<file path="src/rtl/rx_uart.sv">
// UART receiver: 2-flop synchroniser, mid-bit sampling, one-cycle valid/error strobes.
// Define RX_PARITY_EN to add an even-parity bit between the data bits and the stop bit.
module rx_uart #(
    parameter int unsigned BPS_MAX = 5208,
    parameter int unsigned BIT_MAX = 8
) (
    input  logic               clk,
    input  logic               rst,
    input  logic               rx,
    output logic [BIT_MAX-1:0] rx_data,
    output logic               rx_valid,
    output logic               frame_err,
    output logic               parity_err,
    output logic               busy
);

    localparam int unsigned CW   = $clog2(BPS_MAX);
    localparam int unsigned BW   = (BIT_MAX > 1) ? $clog2(BIT_MAX) : 1;
    localparam int unsigned HALF = BPS_MAX / 2 - 1;

    typedef enum logic [2:0] {StIdle, StStart, StData, StParity, StStop} state_e;

    state_e             state_q, state_d;
    logic [CW-1:0]      bps_cnt_q, bps_cnt_d;
    logic [BW-1:0]      bit_cnt_q, bit_cnt_d;
    logic [BIT_MAX-1:0] shift_q, shift_d;
    logic [BIT_MAX-1:0] rx_data_q, rx_data_d;
    logic               rx_valid_q, rx_valid_d;
    logic               frame_err_q, frame_err_d;
    logic               rx_m, rx_s, rx_d;
    logic               start_edge, sample, boundary;
`ifdef RX_PARITY_EN
    logic               par_bad_q, par_bad_d;
    logic               parity_err_q, parity_err_d;
`endif

    always_ff @(posedge clk or negedge rst) begin
        if (!rst) begin
            rx_m <= 1'b1;
            rx_s <= 1'b1;
            rx_d <= 1'b1;
        end else begin
            rx_m <= rx;
            rx_s <= rx_m;
            rx_d <= rx_s;
        end
    end

    assign start_edge = rx_d & ~rx_s;
    assign sample     = (bps_cnt_q == CW'(HALF));
    assign boundary   = (bps_cnt_q == CW'(BPS_MAX - 1));

    always_comb begin
        state_d     = state_q;
        bps_cnt_d   = bps_cnt_q;
        bit_cnt_d   = bit_cnt_q;
        shift_d     = shift_q;
        rx_data_d   = rx_data_q;
        rx_valid_d  = 1'b0;
        frame_err_d = 1'b0;
`ifdef RX_PARITY_EN
        par_bad_d    = par_bad_q;
        parity_err_d = 1'b0;
`endif
        if (state_q != StIdle) begin
            bps_cnt_d = boundary ? '0 : bps_cnt_q + 1'b1;
        end

        unique case (state_q)
            StIdle: begin
                bps_cnt_d = '0;
                if (start_edge) begin
                    state_d = StStart;
                end
            end
            StStart: begin
                if (sample && rx_s) begin
                    state_d   = StIdle;
                    bps_cnt_d = '0;
                end else if (boundary) begin
                    state_d   = StData;
                    bit_cnt_d = '0;
                end
            end
            StData: begin
                if (sample) begin
                    shift_d[bit_cnt_q] = rx_s;
                end
                if (boundary) begin
                    if (bit_cnt_q == BW'(BIT_MAX - 1)) begin
                        bit_cnt_d = '0;
`ifdef RX_PARITY_EN
                        state_d   = StParity;
`else
                        state_d   = StStop;
`endif
                    end else begin
                        bit_cnt_d = bit_cnt_q + 1'b1;
                    end
                end
            end
`ifdef RX_PARITY_EN
            StParity: begin
                if (sample) begin
                    par_bad_d = rx_s ^ (^shift_q);
                end
                if (boundary) begin
                    state_d = StStop;
                end
            end
`endif
            StStop: begin
                // Return to idle at the sample point to leave margin for a back-to-back start bit.
                if (sample) begin
                    state_d   = StIdle;
                    bps_cnt_d = '0;
                    if (!rx_s) begin
                        frame_err_d = 1'b1;
`ifdef RX_PARITY_EN
                    end else if (par_bad_q) begin
                        parity_err_d = 1'b1;
`endif
                    end else begin
                        rx_valid_d = 1'b1;
                        rx_data_d  = shift_q;
                    end
                end
            end
            default: begin
                state_d   = StIdle;
                bps_cnt_d = '0;
            end
        endcase
    end

    always_ff @(posedge clk or negedge rst) begin
        if (!rst) begin
            state_q     <= StIdle;
            bps_cnt_q   <= '0;
            bit_cnt_q   <= '0;
            shift_q     <= '0;
            rx_data_q   <= '0;
            rx_valid_q  <= 1'b0;
            frame_err_q <= 1'b0;
        end else begin
            state_q     <= state_d;
            bps_cnt_q   <= bps_cnt_d;
            bit_cnt_q   <= bit_cnt_d;
            shift_q     <= shift_d;
            rx_data_q   <= rx_data_d;
            rx_valid_q  <= rx_valid_d;
            frame_err_q <= frame_err_d;
        end
    end

`ifdef RX_PARITY_EN
    always_ff @(posedge clk or negedge rst) begin
        if (!rst) begin
            par_bad_q    <= 1'b0;
            parity_err_q <= 1'b0;
        end else begin
            par_bad_q    <= par_bad_d;
            parity_err_q <= parity_err_d;
        end
    end
    assign parity_err = parity_err_q;
`else
    assign parity_err = 1'b0;
`endif

    assign rx_data   = rx_data_q;
    assign rx_valid  = rx_valid_q;
    assign frame_err = frame_err_q;
    assign busy      = (state_q != StIdle);

endmodule

</file>
<file path="config.mk">
export PLATFORM = sky130hd
export DESIGN_NAME = rx_uart
export DESIGN_NICKNAME = d
export VERILOG_FILES = /design/src/rtl/rx_uart.sv
export SDC_FILE = /design/constraint.sdc
export NUM_CORES = 1
export LEC_CHECK = 0
export ABC_AREA = 1
export CORE_ASPECT_RATIO = 2
export CORE_MARGIN = 2
export CORE_UTILIZATION = 58
export DETAILED_ROUTE_END_ITERATION = 7
export PLACE_DENSITY = 0.83
export SLEW_MARGIN = 15
export SYNTH_ARGS = -nofsm -noshare
export SYNTH_HDL_FRONTEND = slang
export SYNTH_SLANG_ARGS = --single-unit
</file>
<file path="constraint.sdc">
create_clock -name clk -period 2 [get_ports clk]
set_input_delay 0.5 -clock clk [delete_from_list [all_inputs] [get_ports clk]]
set_output_delay 0.5 -clock clk [all_outputs]
set_load 0.01 [all_outputs]
</file>
# [Word-level counts from Yosys, hierarchy flattened]
# Index checks and enable logic that the tools add are counted.
[word_totals] input_bits=3 ff_bits=40 output_inout_bits=12
[classes] mux=26 reduce_logical=9 eq_ne=13 n_bitwise=2 addsub=2 magnitude_cmp=2
[ops] cell="$mux 13" n=4
[ops] cell="$pmux 13 s3" n=1
[ops] cell="$mux 3" n=10
[ops] cell="$add 13x1->13 const B" n=1
[ops] cell="$eq 13x12->1 const B" n=1
[ops] cell="$eq 13x13->1 const B" n=1
[ops] cell="$ne 2x2->1 const B" n=6
[ops] cell="$pmux 3 s4" n=1
[ops] cell="$bwmux 8" n=1
[ops] cell="$mux 1" n=7
[ops] cell="$eq 3x3->1 const B" n=2
[ops] cell="$pmux 3 s2" n=1
[ops] cell="$reduce_and 5->1" n=1
[ops] cell="$lt 3x4->1 const B" n=1
[ops] cell="$reduce_and 4->1" n=1
[ops] cell="$add 3x1->3 const B" n=1
[ops] cell="$demux 1 s3" n=1
[ops] cell="$eq 3x1->1 const B" n=1
[ops] cell="$eq 3x2->1 const B" n=1
[ops] cell="$ge 3x1->1 const B" n=1
[ops] cell="$logic_not 3->1" n=1
[ops] cell="$ne 3x3->1 const B" n=1
[ops] cell="$reduce_and 3->1" n=1
[ops] cell="$reduce_bool 3->1" n=1
[ops] cell="other kinds (5)" n=6

# [Logic depth before layout (Yosys ltp)]
[depth] word_depth=5 mapped_depth=11 depth_no_buf=11

# [Least setup slack after synthesis]
# Ideal clock, no wire load.
[synth_timing] kind="reg-to-reg" start="reg bps_cnt_q[0]" end="reg bps_cnt_q[3]" path_slack_ns=0.586 arrival_time_ns=1.294 stages_incl_launch_ff=9 n_path_buf=0 path_cell_list="dfrtp_1 > ha_1 > nand3_1 > nor2_4 > nand2_2 > nand2_1 > nand3_2 > nand2_4 > nor2_1"
[synth_between] elab_chain_len=5
[synth_rtl] element="start, declared" line="24" source="logic [CW-1:0] bps_cnt_q, bps_cnt_d;"
[synth_rtl] element="start signal, assigned" line="147" source="bps_cnt_q <= bps_cnt_d;"
[synth_rtl] element="$add 13x1->13 or $eq 13x13->1 (tied branches)" line="66, 51"
[synth_rtl] element="$mux 13" line="66" source="bps_cnt_d = boundary ? '0 : bps_cnt_q + 1'b1;"
[synth_rtl] element="$mux 13" line="65" source="if (state_q != StIdle) begin"
[synth_rtl] element="$mux 13 (on tied branches)" line="114, 77"
[synth_rtl] element="$pmux 13 s3 (*)" line="69" source="unique case (state_q)"
[synth_rtl] element="net bps_cnt_d[3]" line="24"
# The timed path passes the listed nets; every way through them passes the cells marked *.
# A chain may end at the register's enable or synchronous reset.

# [Worst setup path after layout]
[layout_timing] start="reg state_q[0]" end="out busy"
[layout_between] elab_chain_len=1
[layout_rtl] element="start, declared" line="23" source="state_e state_q, state_d;"
[layout_rtl] element="start signal, assigned" line="138" source="state_q <= StIdle;"
[layout_rtl] element="start signal, assigned" line="146" source="state_q <= state_d;"
[layout_rtl] element="$reduce_bool 3->1" line="174" source="assign busy = (state_q != StIdle);"
[layout_rtl] element="end, declared" line="14" source="output logic busy"
# No other way between the ends.

==> flow_summary_export.csv <==
group,metric,value,unit
outcome,status,"completed",
route,ant_nets,0,
power,irDropWorstVdd,0.547,mV
grt,grt_pass1_wl,7.05,mm
worst_setup_path,start_kind,"flop",
cells_and_area,nNetsFinal,283,
floorplan,die_h,88.4,um
cells_and_area,fillers,291,
placed_design,placed_cell_area,0.00226,mm2
cells_and_area,drive_above_1_share,13.3,%
cells_and_area,antennaDiodeCount,0,
floorplan,dieArea,0.00409,mm2
grt,grt-ovfl-total,0,
clock_tree,tritoncts,"built",
route,drc,0,
worst_setup_path,arrival,1.33,ns
worst_setup_path,rr_endpoint,"bps_cnt_q[2]",
floorplan,io_pins,15,
clock_tree,clkTransAtPathRegs,0.07,ns
route,vias,1662,
grt,grt_max_degree,32,
worst_setup_path,critPathMaxFanout,8,
power,p_leak,1.17,nW
clock_tree,cts_sinks,40,
floorplan,rows,30,
route,wl_per_cell,12.2,um
flow_run,maxCapViolations,0,
route,dr.pass1.iters,4,
worst_setup_path,crit_start,"state_q[0]",
cells_and_area,stdcell_area,0.00235,mm2
worst_setup_path,cp.required,1.50,ns
timing,fmax,548,MHz
timing,max-slew-margin-rel,56.3,%
placed_design,gp_congestion,0.934,
worst_setup_path,end_kind,"output port",
timing,worstMarginPinSlew,0.655,ns
grt,grt_pass1_vias,1736,
clock_tree,clock_latency,0.30,ns
clock_tree,htreeDepth,2,
yosys,syn_area,0.00207,mm2
clock_tree,cts-root-buf,"clkbuf_8",
cells_and_area,multi_input_area,938,um2
yosys,synth_seq_area_share,48.6,%
timing,fin_crit_sh,91.3,%
worst_setup_path,r2r-start,"bps_cnt_q[0]",
hold_path,min_path_type,"in -> async",
grt,grt_usage,24.3,%
grt,antenna_found_initial,0,
route,avgViaCountPerCell,5.10,
power,p_total,0.00207,W
timing,fin_tns_setup,0,ns
cells_and_area,final-seq-area,0.00100,mm2
yosys,synth_nets,262,
worst_setup_path,critical_path.endpoint,"busy",
clock_tree,clk_path_buf_depth,2,
power,p_per_area,879,mW/mm2
worst_setup_path,critical_path_class,"reg -> out",
timing,rsz0062_at_grt,"no",
yosys,yosys_warnings,0,
worst_setup_path,r2r_slack,0.36,ns
yosys,syn_area_per_cell,8.07,um2
placed_design,portBuffers,13,
placed_design,hpwlAfterDp,3.17,mm
floorplan,initial_core_util,60.5,%
timing,fin_crit,1.83,ns
worst_setup_path,r2r_cells,8,
clock_tree,holdBufCountCts,0,
timing,hold_viol,0,
floorplan,core_area,0.00342,mm2
yosys,synth_cell_types,27,
route,drt_wl_total,3.99,mm
timing,setup_viol,0,
cells_and_area,area_delta_synth_final,13.6,%
floorplan,die_w,46.2,um
yosys,syn_inst,256,
timing,clock_skew,0.00513,ns
route,drt_iter0_drc,45,
timing,final-max-slew-violation-count,0,
yosys,synth_seq_cells,40,
clock_tree,cts_buffers,5,
-- flip-flops by register name (all words and copies together), names as in the netlist --
| register | flops |
|---|---|
| bit_cnt_q | 3 |
| bps_cnt_q | 13 |
| frame_err | 1 |
| rx_d | 1 |
| rx_data | 8 |
| rx_m | 1 |
| rx_s | 1 |
| rx_valid | 1 |
| shift_q | 8 |
| state_q | 3 |
-- final cells by class --
cell class / instances / share of cell area (%)
clock buffer: 8 / 3.84
multi-input combinational: 184 / 40.0
tap: 48 / 2.56
sequential: 40 / 42.8
timing repair buffer: 15 / 5.91
inverter: 31 / 4.95
-- layer usage --
metal	vias to the layer above	track usage (%)	wire, um
li1	842	-	-
met1	779	21.4	1430
met2	26	45.1	2270
met3	15	5.92	96
met4	0	15.1	196
met5	-	0	0
-- critical path: stages (launching register included) --
cell,delay [ns]
dfrtp_1,0.43
nor2_2,0.16
nand2_4,0.13
dlygate4sd2_1,0.31
-- placed cells by master, fill, tap and decap left out --
cell type / instances
a21oi_1: 3
buf_2: 1
buf_4: 2
clkbuf_1: 2
clkbuf_8: 6
clkdlybuf4s50_1: 11
clkinv_1: 1
conb_1: 1
dfrtp_1: 37
dfstp_2: 3
dlygate4sd2_1: 1
ha_1: 3
inv_1: 26
inv_2: 4
nand2_1: 78
nand2_2: 4
nand2_4: 3
nand3_1: 20
nand3_2: 2
nand3b_4: 1
nand4_1: 3
nor2_1: 32
nor2_2: 5
nor2_4: 3
nor2_8: 1
nor3_1: 5
nor3_4: 2
o21ai_0: 4
o21ai_1: 8
o21bai_1: 1
o22ai_1: 1
xor2_1: 4
-- kinds of logic (layout without fill, tap and decap cells) --
logic type | Yosys count | in the layout | synth area share [%]
XOR/XNOR | 4 | 4 | 1.69
AND/OR/NAND/NOR | 159 | 159 | 37.4
adder cells (fa/ha/maj) | 3 | 3 | 1.82
buffers and inverters | 32 | 54 | 5.99
other | 1 | 1 | 0.181
flip-flops | 40 | 40 | 48.6
AO/OA/AOI/OAI | 17 | 17 | 4.30
-- power by group --
group	switching, W	total, W	internal (W)
registers	0.0000404	0.000893	0.000852
clock network	0.000262	0.000543	0.000281
logic	0.000458	0.000629	0.000171
total	0.000761	0.00207	0.00130
-- cells in the mapped netlist --
| master | number | area (um2) |
|---|---|---|
| nand3_2 | 2 | 20.0 |
| dfstp_2 | 3 | 78.8 |
| a21oi_1 | 3 | 15.0 |
| o22ai_1 | 1 | 6.26 |
| nor3_4 | 2 | 32.5 |
| nand2_4 | 3 | 33.8 |
| nand4_1 | 3 | 18.8 |
| nor2_1 | 32 | 120 |
| nor2_2 | 5 | 31.3 |
| inv_2 | 4 | 15.0 |
| nor2_8 | 1 | 20.0 |
| dfrtp_1 | 37 | 926 |
| o21ai_0 | 4 | 20.0 |
| nor2_4 | 3 | 33.8 |
| o21bai_1 | 1 | 7.51 |
| conb_1 | 1 | 3.75 |
| nand3b_4 | 1 | 20.0 |
| nor3_1 | 5 | 25.0 |
| nand3_1 | 20 | 100 |
| clkinv_1 | 1 | 3.75 |
| ha_1 | 3 | 37.5 |
| buf_4 | 1 | 7.51 |
| xor2_1 | 4 | 35.0 |
| inv_1 | 26 | 97.6 |
| o21ai_1 | 8 | 40.0 |
| nand2_2 | 4 | 25.0 |
| nand2_1 | 78 | 293 |
-- worst min path at each step --
stage / start / to / slack, ns / depth (start not counted)
2_1_floorplan: rst / bit_cnt_q[0] / 0.20 / 0
3_3_place_gp: rx_m / rx_s / 0.35 / 0
3_5_place_dp: rx_m / rx_s / 0.35 / 0
4_1_cts: rst / shift_q[1] / 0.26 / 1
5_1_grt: rst / shift_q[3] / 0.29 / 1
6_report: rst / shift_q[1] / 0.23 / 1
-- metrics by stage --
| stage | util [%] | hold WS (ns) | std cells | setup WS, ns |
|---|---|---|---|---|
| 2_1_floorplan | - | 0.204 | 256 | 0.586 |
| 3_3_place_gp | 66.2 | 0.346 | 318 | 0.302 |
| 3_5_place_dp | 66.2 | 0.348 | 318 | 0.273 |
| 4_1_cts | 68.8 | 0.260 | 326 | 0.170 |
| 5_1_grt | 68.8 | 0.289 | 326 | 0.110 |
| 6_report | 68.8 | 0.229 | 326 | 0.175 |
-- repair_timing --
item	4_1_cts	5_1_grt
setup buffers	0	0
endpoints found under the hold margin	0	0
gates resized for setup	1	0
endpoints found under the setup margin	1	0
No activity file was read; power rests on OpenSTA's default activity.
